==> src/rtl/maze_port_arbiter.sv <==
// maze_port_arbiter
//   Shares the single synchronous maze memory port between two requesters.
//   One access is issued at a time. The memory-side address and enables are
//   registered, and read data comes back on a shared rdata with a per-requester
//   rvalid strobe.
//
//   Build option: define MAZE_ARB_RR_EN for round-robin arbitration.
//   If it is left undefined, requester 0 has fixed priority.
//
//   Ports
//     clk, rst              clock, asynchronous active-high reset
//     req0/1                access request, held until the matching gnt is seen
//     row0/1, col0/1        target cell of each requester
//     we0/1                 1 = write (mark cell), 0 = read
//     gnt0/1                one-cycle pulse when that requester's access issues
//     rvalid0/1             one-cycle pulse when rdata holds that requester's result
//     rdata                 registered copy of maze_in
//     busy                  high whenever the arbiter is not idle
//     row, col              registered address to the maze memory
//     maze_oe, maze_we      registered read/write enables to the memory
//     maze_in               memory read data, valid the cycle after maze_oe is sampled
module maze_port_arbiter #(
    parameter int unsigned ADDR_W = 6
) (
    input  logic              clk,
    input  logic              rst,
    input  logic              req0,
    input  logic [ADDR_W-1:0] row0,
    input  logic [ADDR_W-1:0] col0,
    input  logic              we0,
    input  logic              req1,
    input  logic [ADDR_W-1:0] row1,
    input  logic [ADDR_W-1:0] col1,
    input  logic              we1,
    output logic              gnt0,
    output logic              gnt1,
    output logic              rvalid0,
    output logic              rvalid1,
    output logic              rdata,
    output logic              busy,
    output logic [ADDR_W-1:0] row,
    output logic [ADDR_W-1:0] col,
    output logic              maze_oe,
    output logic              maze_we,
    input  logic              maze_in
);

    typedef enum logic [1:0] {StIdle, StAccess, StResp} state_e;

    state_e state_q;
    logic   op_we_q;    // recorded operation of the access in flight
    logic   winner_q;   // recorded winner, steers rvalid
    logic   pick1;      // 1 = requester 1 wins the current IDLE sample

`ifdef MAZE_ARB_RR_EN
    logic last_q;       // last granted requester; reset to 1 so requester 0 is preferred

    always_comb begin
        pick1 = 1'b0;
        if (req0 && req1) begin
            pick1 = ~last_q;
        end else begin
            pick1 = req1;
        end
    end
`else
    always_comb begin
        pick1 = req1 & ~req0;
    end
`endif

    assign busy = (state_q != StIdle);

    always_ff @(posedge clk or posedge rst) begin
        if (rst) begin
            state_q  <= StIdle;
            op_we_q  <= 1'b0;
            winner_q <= 1'b0;
            row      <= '0;
            col      <= '0;
            maze_oe  <= 1'b0;
            maze_we  <= 1'b0;
            gnt0     <= 1'b0;
            gnt1     <= 1'b0;
            rvalid0  <= 1'b0;
            rvalid1  <= 1'b0;
            rdata    <= 1'b0;
`ifdef MAZE_ARB_RR_EN
            last_q   <= 1'b1;
`endif
        end else begin
            // Grant and valid strobes are single-cycle pulses.
            gnt0    <= 1'b0;
            gnt1    <= 1'b0;
            rvalid0 <= 1'b0;
            rvalid1 <= 1'b0;

            case (state_q)
                StIdle: begin
                    if (req0 || req1) begin
                        winner_q <= pick1;
`ifdef MAZE_ARB_RR_EN
                        last_q   <= pick1;
`endif
                        if (pick1) begin
                            row     <= row1;
                            col     <= col1;
                            maze_we <= we1;
                            maze_oe <= ~we1;
                            op_we_q <= we1;
                            gnt1    <= 1'b1;
                        end else begin
                            row     <= row0;
                            col     <= col0;
                            maze_we <= we0;
                            maze_oe <= ~we0;
                            op_we_q <= we0;
                            gnt0    <= 1'b1;
                        end
                        state_q <= StAccess;
                    end
                end

                StAccess: begin
                    // Memory samples the enables on this edge.
                    // row/col keep their value until the next grant.
                    maze_oe <= 1'b0;
                    maze_we <= 1'b0;
                    state_q <= op_we_q ? StIdle : StResp;
                end

                StResp: begin
                    rdata   <= maze_in;
                    rvalid0 <= ~winner_q;
                    rvalid1 <= winner_q;
                    state_q <= StIdle;
                end

                default: begin
                    state_q <= StIdle;
                end
            endcase
        end
    end

endmodule

==> config.mk <==
export PLATFORM = sky130hd
export DESIGN_NAME = maze_port_arbiter
export DESIGN_NICKNAME = d
export VERILOG_FILES = /design/src/rtl/maze_port_arbiter.sv
export SDC_FILE = /design/constraint.sdc
export NUM_CORES = 1
export LEC_CHECK = 0
export CAP_MARGIN = 5
export CORE_UTILIZATION = 30
export DETAILED_ROUTE_END_ITERATION = 8
export GPL_TIMING_DRIVEN = 0
export PLACE_DENSITY = 0.68
export SLEW_MARGIN = 20
export SYNTH_ARGS = -nofsm -noshare
export SYNTH_HDL_FRONTEND = slang
export SYNTH_SLANG_ARGS = --single-unit
==> constraint.sdc <==
create_clock -name clk -period 1.5 [get_ports clk]
set_input_delay 0.15 -clock clk [delete_from_list [all_inputs] [get_ports clk]]
set_output_delay 0.15 -clock clk [all_outputs]
set_load 0.1 [all_outputs]
==> summary.md <==
| Metric | Value |
|---|---|
| Status | `complete, no violations` |
| # DRC | `0` |
| EDFF count, synth | `0` |
| Largest net degree at the start of global routing | `24` |
| Clock sinks | `23` |
| Fill cells | `322` |
| Area grow syn2layout | `59.52%` |
| Die span in x | `61.01 µm` |
| Initial core utilization | `roughly 31%` |
| Multi-input gate area | `~450 µm²` |
| Share of layout cells above drive strength 1 | `about 43%` |
| Top post-synthesis cells by area | `dfrtp_1 (55%), mux2_2 (19%), mux2_4 (11%)` |
| Full die area | `between 3000 and 4000 µm²` |
| Sum Neg Setup Slack | `0 ns` |
| CP required | `about 1.7 ns` |
| Initial antenna violation count | `0` |
| Drt pass-1 iters | `4` |
| Tot GR Track Use | `between 10% and 20%` |
| Ys flop type | `dfrtp_1` |
| RSZ-0062 raised after global routing | `no` |
| Area fraction of the dominant cell type after synthesis | `55.09%` |
| Clock transition at the registers of the reported paths | `around 0.12 ns` |
| Asr flop ratio synth | `100.0%` |
| Crit path time final | `1.445 ns` |
| Final number of setup-violating endpoints | `0` |
| Core Box Area | `approximately 3300 µm²` |
| Fin crit share | `a little over nine tenths` |
| Via count | `741` |
| CP endpoint kind | `register` |
| Hold Path Class | `input port to asynchronous set/reset pin` |
| Initial DRC count | `9` |
| Worst rel slew slack | `~42%` |
| Post-CTS Setup Inserts | `0` |
| Vias in the first global route | `748` |
| Worst Path Class, Setup | `input port to register` |
| Placed cells | `169` |
| Synth Register Bits | `23` |
| Total Nets Final | `approximately 160` |
| CTS tree | `built` |
| Final Util | `between 40% and 50%` |
| Max Root-Sink Buffers | `2` |
| CP arrival | `~1.7 ns` |
| First-pass GRT wire length | `approximately 3300 µm` |
| Slew at the pin closest to its max-slew limit | `roughly 0.86 ns` |
| Final Cell Area | `around 1700 µm²` |
| Largest registers | `col (6), row (6), state_q (2)` |
| Max_cap viols | `0` |
| Hold Vio Cnt, Final | `0` |
| Layout Skew | `around 0.0032 ns` |
| WL/cell | `roughly 12 µm` |
| Root buf cell | `clkbuf_4` |
| Slew Viols, Final | `0` |
| Placed cell area | `1603 µm²` |
| GRT overflow | `0` |
| Number of port buffers | `50` |
| Register area | `approximately 580 µm²` |
| Site Rows | `21` |
| Post-Layout Cell Count | `~170` |
| CTS H-Tree Depth | `1` |
| Die height | `61.01 µm` |
| Ant. Diodes | `0` |
| Routability cong. | `0.6968` |
| Fmax | `between 0.6 and 0.7 GHz` |
| Worst-Skew Late Latency | `0.31 ns` |
| Post-synth top cells | `dfrtp_1 (23), mux2_2 (18), mux2_4 (8)` |
| Via density | `~4.3` |
| Yosys cell types | `14` |
| Crit path launch type | `input port` |
| Seq/Total Area, Yosys | `55.09%` |
| Detailed Place HPWL | `between 1500 and 2000 µm` |
| Drt total wl | `2149 µm` |
| Top Ports | `51` |
| Net Count, Synth | `between 100 and 150` |
| Area leader, netlist | `dfrtp_1` |
| Hold Buf Count CTS | `0` |
| Crit-path max FO | `10` |
| Final ANT Viol Nets | `0` |
| Synth warn | `0` |
| Num CTS Buffers | `3` |
| Avg Synthesized Cell Area | `about 14 µm²` |
| Post-Synthesis Cells | `73` |
| Count leader, synth | `dfrtp_1` |
| Post-Syn Area | `1045 µm²` |
## through the flow
step           setup slack, ns  hold WS [ns]
2_1_floorplan           0.1316        0.1519
3_3_place_gp           -0.3303        0.4129
3_5_place_dp           -0.3478        0.4197
4_1_cts              0.0004881        0.3296
5_1_grt                0.03928        0.3833
6_report               0.05534        0.3034
## timing repair
item                                    4_1_cts  5_1_grt
endpoints found under the setup margin       20        8
gates resized for setup                      63        3
hold endpoints to repair                      0        0
## cells in the final DEF, fill, tap and decap left out
| cell type | synthesis | final |
|---|---|---|
| a21oi_1 | 1 | 1 |
| and2_1 | 2 | 2 |
| buf_4 | 1 | 2 |
| buf_6 | 1 | 1 |
| clkbuf_4 | 0 | 3 |
| clkdlybuf4s15_2 | 0 | 19 |
| clkdlybuf4s50_1 | 0 | 30 |
| clkinv_2 | 0 | 1 |
| dfrtp_1 | 23 | 23 |
| inv_1 | 5 | 5 |
| mux2_2 | 18 | 18 |
| mux2_4 | 8 | 8 |
| mux2i_1 | 3 | 3 |
| nand2_1 | 1 | 1 |
| nand2b_1 | 2 | 2 |
| nand2b_4 | 1 | 1 |
| nor2_1 | 6 | 5 |
| nor2_4 | 0 | 1 |
| o21ai_4 | 0 | 1 |
## worst max-delay path, cell delays in order
cell	delay [ns]
clkdlybuf4s50_1	0.54
nand2b_4	0.19
buf_6	0.18
mux2_4	0.32
mux2_2	0.27
## worst paths after layout
path / cells after the start / slack (ns) / from / end
worst max-delay path: 5 / 0.06 / req0 / row[5]
worst min-delay path: 2 / 0.30 / rst / op_we_q
worst max register to register: 4 / 0.17 / state_q[0] / row[5]
worst min register to register: 1 / 0.44 / op_we_q / state_q[1]
max in group asynchronous: 2 / 0.67 / rst / row[1]
min in group clk: 1 / 0.44 / op_we_q / state_q[1]
## cell families after synthesis
logic type / after synthesis / share of synthesized area [%]
compound gates: 2 / 1.317
flops: 23 / 55.09
simple gates: 12 / 6.226
buf+inv: 7 / 3.593
mux: 29 / 33.77
## layer usage
layer / vias up / wire length [µm] / track usage [%]
met5: - / 0 / 0
met3: 5 / 64 / 2.731
met4: 0 / 53 / 7.792
met2: 19 / 1180 / 22.14
li1: 354 / - / -
met1: 363 / 850 / 13.94
## final cells by class
cell class	count	area share (%)
plain buffers	2	1.126
flip-flops and latches	23	34.53
inverters	5	1.126
multi-input cells	43	26.80
repair buffers	50	31.31
clock buffers	3	1.351
clock inverters	1	0.3003
well taps	46	3.453
Power is left out: the tool's default activity adds up to more than one toggle a clock period on the data nets, which glitch-free logic cannot reach.
